### src/rtl/product_accumulator.sv
// Sums ACC_LEN unsigned 16-bit products into one frame result with a valid/ready handoff.
// Define PRODUCT_ACCUMULATOR_SATURATE_EN to clamp on overflow; otherwise the sum wraps.
module product_accumulator #(
  parameter int ACC_LEN = 8,
  parameter int ACC_W   = 18
) (
  input  logic             clk,
  input  logic             reset,
  input  logic             in_valid,
  input  logic [15:0]      in_prod,
  output logic             in_ready,
  input  logic             flush,
  output logic             out_valid,
  input  logic             out_ready,
  output logic [ACC_W-1:0] out_sum,
  output logic             out_ovf,
  output logic [8:0]       out_cnt
);

  localparam logic [0:0]       ACCUM   = 1'b0;
  localparam logic [0:0]       HOLD    = 1'b1;
  localparam logic [8:0]       LEN     = 9'(ACC_LEN);
  localparam logic [ACC_W-1:0] ACC_MAX = '1;

  logic [0:0]       state_q, state_d;
  logic             in_ready_q, in_ready_d;
  logic [ACC_W-1:0] acc_q, acc_d;
  logic [8:0]       cnt_q, cnt_d;
  logic             ovf_q, ovf_d;
  logic [ACC_W-1:0] out_sum_q, out_sum_d;
  logic             out_ovf_q, out_ovf_d;
  logic [8:0]       out_cnt_q, out_cnt_d;

  logic             accept;
  logic             emit;
  logic             ovf_add;
  logic [ACC_W:0]   sum_ext;
  logic [ACC_W-1:0] acc_add;
  logic [8:0]       cnt_add;

  always_comb begin
    // in_ready_q is only ever high in ACCUM, so it doubles as the state qualifier
    accept  = in_valid && in_ready_q;
    sum_ext = {1'b0, acc_q} + {{(ACC_W + 1 - 16){1'b0}}, in_prod};
    ovf_add = ovf_q | sum_ext[ACC_W];
`ifdef PRODUCT_ACCUMULATOR_SATURATE_EN
    acc_add = ovf_add ? ACC_MAX : sum_ext[ACC_W-1:0];
`else
    acc_add = sum_ext[ACC_W-1:0];
`endif
    cnt_add = cnt_q + 9'd1;

    state_d   = state_q;
    acc_d     = acc_q;
    cnt_d     = cnt_q;
    ovf_d     = ovf_q;
    out_sum_d = out_sum_q;
    out_ovf_d = out_ovf_q;
    out_cnt_d = out_cnt_q;
    emit      = 1'b0;

    case (state_q)
      ACCUM: begin
        if (accept) begin
          acc_d = acc_add;
          cnt_d = cnt_add;
          ovf_d = ovf_add;
        end
        emit = (accept && (cnt_add == LEN)) || (flush && ((cnt_q != 9'd0) || accept));
        if (emit) begin
          out_sum_d = acc_d;
          out_cnt_d = cnt_d;
          out_ovf_d = ovf_d;
          state_d   = HOLD;
        end
      end
      default: begin
        if (out_ready) begin
          acc_d   = '0;
          cnt_d   = 9'd0;
          ovf_d   = 1'b0;
          state_d = ACCUM;
        end
      end
    endcase

    in_ready_d = (state_d == ACCUM);
  end

  always_ff @(posedge clk or negedge reset) begin
    if (!reset) begin
      state_q    <= ACCUM;
      in_ready_q <= 1'b0;
      acc_q      <= '0;
      cnt_q      <= 9'd0;
      ovf_q      <= 1'b0;
      out_sum_q  <= '0;
      out_ovf_q  <= 1'b0;
      out_cnt_q  <= 9'd0;
    end else begin
      state_q    <= state_d;
      in_ready_q <= in_ready_d;
      acc_q      <= acc_d;
      cnt_q      <= cnt_d;
      ovf_q      <= ovf_d;
      out_sum_q  <= out_sum_d;
      out_ovf_q  <= out_ovf_d;
      out_cnt_q  <= out_cnt_d;
    end
  end

  assign in_ready  = in_ready_q;
  assign out_valid = (state_q == HOLD);
  assign out_sum   = out_sum_q;
  assign out_ovf   = out_ovf_q;
  assign out_cnt   = out_cnt_q;

endmodule
### config.mk
export PLATFORM = sky130hd
export DESIGN_NAME = product_accumulator
export DESIGN_NICKNAME = d
export VERILOG_FILES = /design/src/rtl/product_accumulator.sv
export SDC_FILE = /design/constraint.sdc
export NUM_CORES = 1
export LEC_CHECK = 0
export CAP_MARGIN = 20
export CELL_PAD_IN_SITES_DETAIL_PLACEMENT = 1
export CELL_PAD_IN_SITES_GLOBAL_PLACEMENT = 2
export CORE_AREA = 2 2 108 110
export DETAILED_ROUTE_END_ITERATION = 6
export DIE_AREA = 0 0 110 112
export HOLD_SLACK_MARGIN = 0.1
export PLACE_DENSITY_LB_ADDON = 0.1
export SLEW_MARGIN = 15
export SYNTH_ARGS = -nofsm -noshare
export SYNTH_HDL_FRONTEND = slang
export SYNTH_SLANG_ARGS = --single-unit
### constraint.sdc
create_clock -name clk -period 2.7 [get_ports clk]
set_clock_uncertainty 0.05 [all_clocks]
set_input_delay 0.27 -clock clk [delete_from_list [all_inputs] [get_ports clk]]
set_output_delay 0.27 -clock clk [all_outputs]
set_load 0.02 [all_outputs]
==> results by group, run 1 <==
Floorplan
  • IO Pins: 51
  • Total die area: 12,300 sq um
  • Core outline area: 11,200 sq um
  • Initial Util: 33.0%
  • Die width: 110 um
  • Rows: 39
  • Height of the die: 112 um

Worst setup path
  • Worst R2R Path Depth: 9
  • Crit. Startpoint: in_prod[0]
  • R2r startpoint: acc_q[0]$_DFFE_PN0P_
  • Flop2flop setup slack: 0.29 ns
  • Critical Path Sink Type: flop
  • Crit-path max FO: 3
  • CP Cell Sequence: clkdlybuf4s50_1, ha_1, inv_1, fa_1, nor2b_1, o2111a_1, o211ai_2, and2_1, o31ai_1, a21boi_1
  • Startpoint Class: primary input
  • Crit-path max cell delay: 0.47 ns
  • Worst Path Required: 2.91 ns
  • Critical path arrival: 2.62 ns
  • CP max stage cell: clkdlybuf4s50_1
  • Path type of the worst setup path: primary input to flop

Global routing
  • Largest net degree at the start of global routing: 26
  • First-pass GRT wire length: 17,200 um
  • Global-route usage over all layers: 18.5%
  • Initial antenna violation count: 0
  • GRT overflow: 0
  • Vias in the first global route: 3,333

Layout
  • # nets final: 501
  • Fillers: 1,276
  • Final std cells w/o fill: 607
  • Design area: 4730 sq um
  • Syn-to-layout area delta: 28.0%
  • Number of diodes: 0
  • Share of post-route cells with drive strength above 1: 12.3%

STA
  • Final Max Tran Viols: 0
  • Final setup viols: 0
  • Final hold slack: 0.380 ns
  • RSZ-0062 raised after global routing: no
  • Slew @ Worst Pin: 0.736 ns
  • Final hold vios: 0
  • Setup ws final: 0.286 ns
  • Tmin final: 2.41 ns
  • Rel. slew slack: 50.8%
  • Max Clk Rate: 0.414 GHz
  • Final Cycle Share: 89.4%

Clock tree
  • Skew-Pair Late Insertion Delay: 0.34 ns
  • Num CTS Buffers: 9
  • Post-CTS sizing: 0
  • Deepest clock path buffer count: 2
  • CTS Root Cell: clkbuf_16
  • CTS sink cnt: 58
  • Post-CTS Setup Inserts: 0
  • Clock-pin slew on the worst setup and hold paths: 0.05 ns
  • CTS H-tree lvls: 3
  • CTS tree: done

Logic synthesis
  • Synth Area in Compound Gates: 21.3%
  • Yosys reg bits: 58
  • Main synth FF type: dfrtp_1
  • Simple-Gate Fraction of Synth Area: 15.9%
  • Cell Area, Synth: 3690 sq um
  • Sequential share of the synthesized area: 39.3%
  • Synth top area cells: dfrtp_1 (39%), ha_1 (6.4%), nand2_1 (5.4%)
  • Largest family of logic cells by synthesized area: compound AO/OA/AOI/OAI gates
  • Yosys top cell by area: dfrtp_1
  • Synth Area per Inst: 9.37 sq um
  • Commonest cells post-synth: dfrtp_1 (58), nand2_1 (53), o21ai_0 (32)
  • Most frequent cell after synthesis: dfrtp_1
  • Syn Inst Count: 394
  • Synthesized Nets: 435
  • Synth async-reset ratio: 100%
  • Number of synthesis warnings: 0
  • EDFF count, synth: 0
  • Mux cell area share after synthesis: 7.29%
  • Top cell type's share of synthesized area: 39.3%
  • Post-Synth XOR/XNOR Area: 4.74%
  • Adder-cell share of the synthesized area: 6.98%
  • Synth unique cells: 61

Worst hold path
  • Min-delay worst type: primary input to async pin

Placed design
  • Placer congestion estimate: 0.798
  • Placed cells: 591
  • Placed inst area: 4440 sq um
  • Post-DP HPWL: 7730 um
  • IO Port Bufs: 50
  • Dpl ws: -0.0982 ns

Routing
  • Drt first pass iters: 4
  • DR iter-0 viols: 117
  • Vias per cell: 5.21
  • WL final: 10,400 um
  • Residual DRC: 0
  • DRT antenna net count: 0
  • Via count: 3,163
  • Drt wl/cell: 17.1 um

Pwr
  • Leak: 2.12 nW
  • PwrDens: 1050 nW/um^2
  • Peak VDD IR: 0.000399 V

Status
  • Run status: finished, final reports clean

Job
  • Max-Cap Viols: 0
layer usage:
metal	part of all wire [%]	up-vias	global-route usage (%)	wire, um
li1	-	1558	-	-
met1	48	1550	24.8	5020
met2	47	44	29.2	4850
met3	3.2	11	3.16	335
met4	1.7	0	7.85	176
met5	0	-	0	0
state kept, by name, summed over array words and instances, names as in the netlist:
signal     flops
out_ovf        1
in_ready       1
acc_q         18
cnt_q          9
out_sum       18
out_cnt        9
ovf_q          1
out_valid      1
critical path: cells and delay by family:
family	cells	cell delay [ns]
buffers and inverters	2	0.53
AOI/OAI and AO/OA	4	0.86
and+or+nand+nor	2	0.42
adders and majority gates	2	0.56
cell families (layout without fill, tap and decap cells):
| family | after synthesis | in the layout |
|---|---|---|
| buf+inv | 35 | 105 |
| mux | 24 | 24 |
| xor+xnor | 20 | 20 |
| compound gates | 116 | 116 |
| simple gates | 121 | 121 |
| fa+ha+maj | 20 | 20 |
| flops | 58 | 58 |
stage by stage:
stage          util [%]  TNS (ns)  power [mW]
2_1_floorplan         -         0        2.98
3_3_place_gp       39.8   -0.0479        3.88
3_5_place_dp       39.8    -0.228        3.92
4_1_cts            42.3         0        5.03
5_1_grt            42.3         0        5.35
6_report           42.3         0        4.96
area by class of cell:
type                       count  area (sq um)  area share, %
clock buffer                  13           260           5.51
clock inverter                 2          12.5          0.265
inverter                      14          52.6           1.11
multi-input combinational    301          2080           44.0
sequential                    58          1450           30.7
tap                          143           179           3.79
timing repair buffer          76           693           14.7
what timing repair did:
action,CTS,global route
hold buffers,1,0
endpoints found under the setup margin,0,0
hold endpoints to repair,19,0
power breakdown:
group	total [mW]	switching (mW)	internal (mW)
Combinational	2.53	1.42	1.11
Sequential	1.35	0.210	1.14
Clock	1.08	0.419	0.664
Total	4.96	2.05	2.91
worst paths after layout:
path / end
min: out_sum[3]$_DFFE_PN0P_
max: ovf_q$_DFFE_PN0P_
min in group clk: out_sum[6]$_DFFE_PN0P_
max reg2reg: ovf_q$_DFFE_PN0P_
min reg2reg: out_sum[6]$_DFFE_PN0P_
max in group asynchronous: out_sum[2]$_DFFE_PN0P_
layout by cell type, fill, tap and decap left out, types with 3 or more instances in the layout:
cell / synthesis / layout
ha_1: 19 / 19
dfrtp_1: 58 / 58
a21oi_1: 22 / 22
buf_4: 1 / 25
nand3_1: 6 / 6
nand3b_1: 4 / 4
a22o_1: 7 / 7
clkbuf_16: 0 / 9
nor2_1: 22 / 22
a31oi_1: 5 / 5
and3_1: 4 / 4
o2bb2ai_1: 5 / 5
nor2b_1: 3 / 3
a21o_1: 6 / 6
nand4_1: 4 / 4
nand2b_1: 6 / 6
nand2_1: 53 / 53
xnor2_1: 12 / 12
o211a_1: 3 / 3
and2_1: 5 / 5
clkdlybuf4s50_1: 0 / 49
o22ai_1: 3 / 3
o211ai_1: 5 / 5
nor3_1: 4 / 4
o21ai_0: 32 / 32
inv_1: 13 / 13
mux2_4: 5 / 5
xor2_1: 8 / 8
o31ai_1: 5 / 5
mux2_2: 3 / 3
mux2i_1: 16 / 16
o2111ai_1: 3 / 3
Power figures use the tool's default switching activity.
==> run 2, diff against run 1 <==
--- a/config.mk
+++ b/config.mk
@@ -8,9 +8,9 @@
 export CAP_MARGIN = 20
 export CELL_PAD_IN_SITES_DETAIL_PLACEMENT = 1
 export CELL_PAD_IN_SITES_GLOBAL_PLACEMENT = 2
-export CORE_AREA = 2 2 108 110
+export CORE_AREA = 2 2 77 153
 export DETAILED_ROUTE_END_ITERATION = 6
-export DIE_AREA = 0 0 110 112
+export DIE_AREA = 0 0 79 155
 export HOLD_SLACK_MARGIN = 0.1
 export PLACE_DENSITY_LB_ADDON = 0.1
 export SLEW_MARGIN = 15
==> constraint.sdc (replaced) <==
create_clock -name clk -period 2.7 [get_ports clk]
set_clock_uncertainty 0.05 [all_clocks]
set_input_delay 0.27 -clock clk [delete_from_list [all_inputs] [get_ports clk]]
set_output_delay 0.27 -clock clk [all_outputs]
set_load 0.005 [all_outputs]
==> run 2 against run 1 <==
Against the previous run: worst setup slack got worse by 0.018 ns; critical path depth up 1; hold slack gained 0.052 ns; first-iteration DRC count fell by 26%; routed wire length is 1.6% higher; via count grew 0.70%; cell count shrank 0.16%; critical endpoint is now acc_q[8]$_DFFE_PN0P_; largest cell class unchanged.
==> results by group, run 2 (synthesis gave the netlist of run 1 again) <==
Global routing
  • Vias in the first global route: 3,511
  • GRT overflow: 0
  • Initial antenna violation count: 0
  • Global-route usage over all layers: 18.4%
  • Largest net degree at the start of global routing: 59
  • First-pass GRT wire length: 17,800 um

Layout
  • Number of diodes: 0
  • Commonest non-fill, non-tap cell in the layout: dfrtp_1
  • Share of post-route cells with drive strength above 1: 12.5%
  • Fin util: 43.0%
  • Commonest non-fill, non-tap cells in the layout: dfrtp_1 (58), nand2_1 (53), clkdlybuf4s50_1 (49), o21ai_0 (32), buf_4 (24)
  • Syn-to-layout area delta: 29.8%
  • # nets final: 500

Clock tree
  • CTS sink cnt: 58
  • Num CTS Buffers: 9
  • CTS Root Cell: clkbuf_16
  • CTS H-tree lvls: 3
  • Post-CTS Setup Inserts: 0
  • CTS tree: done
  • Skew-Pair Late Insertion Delay: 0.33 ns
  • Deepest clock path buffer count: 2
  • Clock-pin slew on the worst setup and hold paths: 0.05 ns

Pwr
  • Clock power share: 26.5%
  • Combinational power share: 46.4%
  • Flop pwr share: 27.1%
  • P_sw: 1.88 mW
  • Int Power: 3.18 mW
  • Switching share of power: 37.1%
  • Peak VDD IR: 0.000557 V
  • Tot Pwr: 5.05 mW
  • PwrDens: 1050 nW/um^2
  • Leak: 2.15 nW

STA
  • Max Clk Rate: 0.411 GHz
  • Final hold vios: 0
  • Final Max Tran Viols: 0
  • Tmin final: 2.43 ns
  • Final setup viols: 0
  • Final Cycle Share: 90.1%
  • RSZ-0062 raised after global routing: no
  • Rel. slew slack: 48.9%
  • Final hold slack: 0.432 ns
  • Slew @ Worst Pin: 0.767 ns

Floorplan
  • Rows: 55
  • Total die area: 12,200 sq um
  • Height of the die: 155 um
  • Initial Util: 33.1%
  • Core outline area: 11,100 sq um
  • IO Pins: 51
  • Die width: 79 um

Worst setup path
  • Crit-path max cell delay: 0.46 ns
  • CP Cell Sequence: clkdlybuf4s50_1, ha_1, inv_1, fa_1, nor2b_1, buf_4, o2111ai_1, a21boi_2, o21a_1, o21ai_0, a32o_1
  • Critical path arrival: 2.60 ns
  • Critical Path Sink Type: flop
  • Worst Path Required: 2.87 ns
  • Startpoint Class: primary input
  • CP max stage cell: clkdlybuf4s50_1
  • Crit-path max FO: 4
  • Path type of the worst setup path: primary input to flop

Routing
  • DR iter-0 viols: 86
  • Residual DRC: 0
  • WL final: 10,500 um
  • Drt first pass iters: 4
  • Vias per cell: 5.26
  • Drt wl/cell: 17.4 um
  • Via count: 3,185
  • DRT antenna net count: 0

Worst hold path
  • Min-delay worst type: flop to flop

Placed design
  • Placer congestion estimate: 0.819
  • Post-DP HPWL: 7770 um
  • IO Port Bufs: 50

Status
  • Run status: finished, final reports clean

Job
  • Max-Cap Viols: 0
run 2: cell count changes in the layout (fill, tap and decap cells not counted), sizes merged:
cell,before,now
buf,26,25
bufinv,0,3
clkbuf,13,12
clkinvlp,1,0
run 2: final cells by class:
type | instances | area, sq um
multi-input cells | 301 | 2080
fillers | 1297 | 6350
inverters | 14 | 52.6
flip-flops and latches | 58 | 1450
clock buffers | 12 | 246
clock inverters | 4 | 98.8
repair buffers | 75 | 686
well taps | 142 | 178
run 2: repair_timing:
item | in CTS | in global routing
gates resized for setup | 0 | 1
hold buffers | 1 | 0
endpoints found under the hold margin | 39 | 0
setup endpoints to repair | 0 | 1
run 2: worst paths after layout:
check / startpoint / endpoint / slack [ns] / cells after the start
setup / recovery: in_prod[0] / acc_q[8]$_DFFE_PN0P_ / 0.27 / 11
hold / removal: out_sum[16]$_DFFE_PN0P_ / out_sum[16]$_DFFE_PN0P_ / 0.43 / 1
setup reg to reg: acc_q[0]$_DFFE_PN0P_ / acc_q[8]$_DFFE_PN0P_ / 0.28 / 10
hold reg to reg: out_sum[16]$_DFFE_PN0P_ / out_sum[16]$_DFFE_PN0P_ / 0.43 / 1
max in group asynchronous: reset / out_valid$_DFF_PN0_ / 1.50 / 3
min in group asynchronous: reset / out_sum[5]$_DFFE_PN0P_ / 0.59 / 3
run 2: metrics by stage:
step	setup slack, ns	cells	setup TNS [ns]	area, sq um
floorplan	0.478	394	0	3690
global placement	-0.0335	589	-0.0335	4430
detailed placement	-0.154	589	-0.339	4430
CTS	0.173	606	0	4790
global route	0.00573	606	0	4790
finish	0.268	606	0	4790
run 2: per-layer routing:
layer | track usage [%] | share of wire [%] | routed length (um)
met3 | 3.13 | 2.4 | 257
met5 | 0 | 0 | 0
met4 | 6.49 | 2.1 | 223
met2 | 32.5 | 52 | 5500
met1 | 22.3 | 43 | 4570
run 2: critical path, delay by kind of cell:
family | cells | cell delay [ns]
and+or+nand+nor | 1 | 0.17
AOI/OAI and AO/OA | 5 | 0.97
adders and majority gates | 2 | 0.54
buffers and inverters | 3 | 0.66
run 2: power by group through the flow:
stage | Clock, mW | Combinational [mW] | Sequential, mW
after global placement | 0 | 2.31 | 1.37
after CTS | 1.38 | 2.39 | 1.37
after global routing | 1.41 | 2.64 | 1.41
after floorplan | 0 | 1.48 | 1.33
after detailed placement | 0 | 2.37 | 1.39
final | 1.34 | 2.35 | 1.37
==> run 3, diff against run 2 <==
--- a/config.mk
+++ b/config.mk
@@ -5,12 +5,13 @@
 export SDC_FILE = /design/constraint.sdc
 export NUM_CORES = 1
 export LEC_CHECK = 0
+export ABC_AREA = 1
 export CAP_MARGIN = 20
 export CELL_PAD_IN_SITES_DETAIL_PLACEMENT = 1
 export CELL_PAD_IN_SITES_GLOBAL_PLACEMENT = 2
-export CORE_AREA = 2 2 77 153
+export CORE_AREA = 2 2 83 165
 export DETAILED_ROUTE_END_ITERATION = 6
-export DIE_AREA = 0 0 79 155
+export DIE_AREA = 0 0 85 167
 export HOLD_SLACK_MARGIN = 0.1
 export PLACE_DENSITY_LB_ADDON = 0.1
 export SLEW_MARGIN = 15
==> run 3 against run 2 <==
Against the previous run: register-to-register slack better by 0.16 ns; critical path depth is 5 higher; sequential cell count stayed put; sequential power is 11% higher; clock-buffer cell count is 2 higher; synthesized cell count is 51% higher; core utilization is 4.9 points lower; global-route usage is 1.7 points higher; design area is 2.6% higher; die area is 16% higher.
==> results by group, run 3 <==
Worst setup path
  • Startpoint Class: primary input
  • Critical Path Sink Type: flop
  • Crit path buffers/inverters: 3
  • Worst Path Required: 2.84 ns
  • CP delay by family, top: simple AND/OR/NAND/NOR gates
  • CP Cell Sequence: clkdlybuf4s50_1, ha_1, inv_1, fa_1, inv_1, nand3_1, nand2_1, nand2_1, nand2_1, nand2_1, nand2_1, nand2_1, nand2_1, nand2_1, nand2_1, o21ai_0
  • R2r startpoint: acc_q[0]$_DFFE_PN0P_
  • Crit-path max FO: 3
  • Path type of the worst setup path: primary input to flop
  • Worst R2R Path Depth: 15
  • Crit-path max cell delay: 0.49 ns
  • Reg-to-reg endpoint: acc_q[16]$_DFFE_PN0P_
  • CP max stage cell: clkdlybuf4s50_1
  • Flop2flop setup slack: 0.44 ns
  • Critical path's most frequent cell: nand2_1
  • Critical path arrival: 2.44 ns

Routing
  • Via count: 3,930
  • DR iter-0 viols: 79
  • DRT antenna net count: 0
  • Drt first pass iters: 4
  • Drt wl/cell: 16.6 um
  • Vias per cell: 4.86
  • Residual DRC: 0
  • WL final: 13,500 um

Layout
  • Final std cells w/o fill: 809
  • Number of diodes: 0
  • # nets final: 693
  • Fillers: 1,647
  • Commonest non-fill, non-tap cells in the layout: nand2_1 (254), inv_1 (87), dfrtp_1 (58), nand3_1 (53), clkdlybuf4s50_1 (49)
  • Share of post-route cells with drive strength above 1: 5.02%
  • Syn-to-layout area delta: 25.1%
  • Sequential Area: 1450 sq um
  • Fin util: 38.1%
  • Commonest non-fill, non-tap cell in the layout: nand2_1
  • Multi-input logic area: 2040 sq um

Logic synthesis
  • Cell Area, Synth: 3930 sq um
  • Synth top area cells: dfrtp_1 (37%), nand2_1 (24%), inv_1 (8.3%)
  • Synth Area in Compound Gates: 6.18%
  • Post-Synth XOR/XNOR Area: 1.56%
  • Mux cell area share after synthesis: 0%
  • Syn Inst Count: 594
  • Synth Area per Inst: 6.62 sq um
  • Adder-cell share of the synthesized area: 6.56%
  • Synthesized Nets: 635
  • Synth async-reset ratio: 100%
  • Largest family of logic cells by synthesized area: simple AND/OR/NAND/NOR gates
  • Top cell type's share of synthesized area: 36.9%
  • Synth unique cells: 25
  • EDFF count, synth: 0
  • Main synth FF type: dfrtp_1
  • Number of synthesis warnings: 0
  • Simple-Gate Fraction of Synth Area: 37.7%
  • Commonest cells post-synth: nand2_1 (254), inv_1 (87), dfrtp_1 (58)
  • Sequential share of the synthesized area: 36.9%
  • Most frequent cell after synthesis: nand2_1
  • Yosys reg bits: 58
  • Yosys top cell by area: dfrtp_1

Global routing
  • Global-route usage over all layers: 20.1%
  • GRT overflow: 0
  • First-pass GRT wire length: 22,100 um
  • Vias in the first global route: 4,362
  • Largest net degree at the start of global routing: 48
  • Initial antenna violation count: 0

STA
  • Final setup viols: 0
  • Final hold vios: 0
  • Setup TNS: 0 ns
  • Final Max Tran Viols: 0
  • Slew @ Worst Pin: 0.611 ns
  • Final Cycle Share: 85.5%
  • Tmin final: 2.31 ns
  • RSZ-0062 raised after global routing: no
  • Max Clk Rate: 0.433 GHz
  • Rel. slew slack: 59.2%

Placed design
  • Placer congestion estimate: 0.814
  • Placed cells: 792
  • Post-DP HPWL: 10,700 um
  • IO Port Bufs: 50

Clock tree
  • CTS sink cnt: 58
  • Deepest clock path buffer count: 2
  • Num CTS Buffers: 9
  • CTS Root Cell: clkbuf_16
  • Clock-pin slew on the worst setup and hold paths: 0.05 ns
  • Skew-Pair Late Insertion Delay: 0.33 ns
  • CTS tree: done
  • CTS H-tree lvls: 3

Floorplan
  • Die width: 85 um
  • Rows: 59
  • Core outline area: 12,900 sq um
  • Total die area: 14,200 sq um
  • Initial Util: 30.4%
  • Height of the die: 167 um
  • IO Pins: 51

Pwr
  • Peak VDD IR: 0.000524 V
  • Leak: 2.67 nW
  • Tot Pwr: 5.48 mW
  • PwrDens: 1110 nW/um^2

Worst hold path
  • Min-delay worst type: primary input to async pin

Job
  • Max-Cap Viols: 0

Status
  • Run status: finished, final reports clean
==> run 3: power by group <==
group          switching [mW]  internal, mW
logic                    1.74          1.13
clock network           0.390         0.693
registers               0.292          1.23
==> run 3: cell families (layout without fill, tap and decap cells) <==
kind of cell	after synthesis	count (layout)
adders and majority gates	20	20
AOI/OAI and AO/OA	45	45
buffers and inverters	107	170
xor gates and xnor gates	7	7
DFF	58	58
and+or+nand+nor	357	357
==> run 3: worst register-to-register path, stage by stage, from the launching register on <==
cell and delay, ns:
dfrtp_1 0.37, ha_1 0.22, inv_1 0.07, fa_1 0.40
inv_1 0.11, nand3_1 0.07, nand2_1 0.14, nand2_1 0.07
nand2_1 0.09, nand2_1 0.06, nand2_1 0.11, nand2_1 0.07
nand2_1 0.08, nand2_1 0.06, nand2_1 0.06, o21ai_0 0.08
==> run 3: timing repair <==
item                      4_1_cts  5_1_grt
setup buffers                   0        0
resized for setup               0        0
hold endpoints to repair       13        0
hold buffers                    1        0
==> run 3: area by class of cell <==
cell class	instances	area share, %
Clock buffer	14	5.57
Clock inverter	2	0.204
Inverter	88	6.72
Multi-Input combinational cell	429	41.5
Sequential cell	58	29.5
Tap cell	152	3.87
Timing Repair Buffer	66	12.6
==> run 3: worst max path at each step <==
| stage | from | endpoint | slack (ns) | cells after the start |
|---|---|---|---|---|
| after floorplan | acc_q[0]$_DFFE_PN0P_ | acc_q[16]$_DFFE_PN0P_ | 0.79 | 15 |
| final | in_prod[0] | acc_q[16]$_DFFE_PN0P_ | 0.39 | 16 |
| after CTS | in_prod[0] | acc_q[16]$_DFFE_PN0P_ | 0.37 | 16 |
| after global routing | in_prod[0] | acc_q[16]$_DFFE_PN0P_ | 0.16 | 16 |
| after detailed placement | in_prod[0] | acc_q[16]$_DFFE_PN0P_ | 0.03 | 16 |
| after global placement | in_prod[0] | acc_q[16]$_DFFE_PN0P_ | 0.11 | 16 |
==> run 3: stage by stage <==
| step | area (sq um) | hold slack (ns) | setup slack (ns) |
|---|---|---|---|
| 6_report | 4920 | 0.332 | 0.392 |
| 5_1_grt | 4920 | 0.352 | 0.160 |
| 4_1_cts | 4920 | 0.333 | 0.369 |
| 3_5_place_dp | 4620 | 0.150 | 0.0256 |
| 3_3_place_gp | 4620 | 0.138 | 0.108 |
| 2_1_floorplan | 3930 | -0.0756 | 0.795 |
==> run 3: per-layer routing <==
metal	routed length [um]	global-route usage (%)
met1	5110	21.1
met2	7770	39.1
met3	207	2.48
met4	372	7.66
met5	0	0
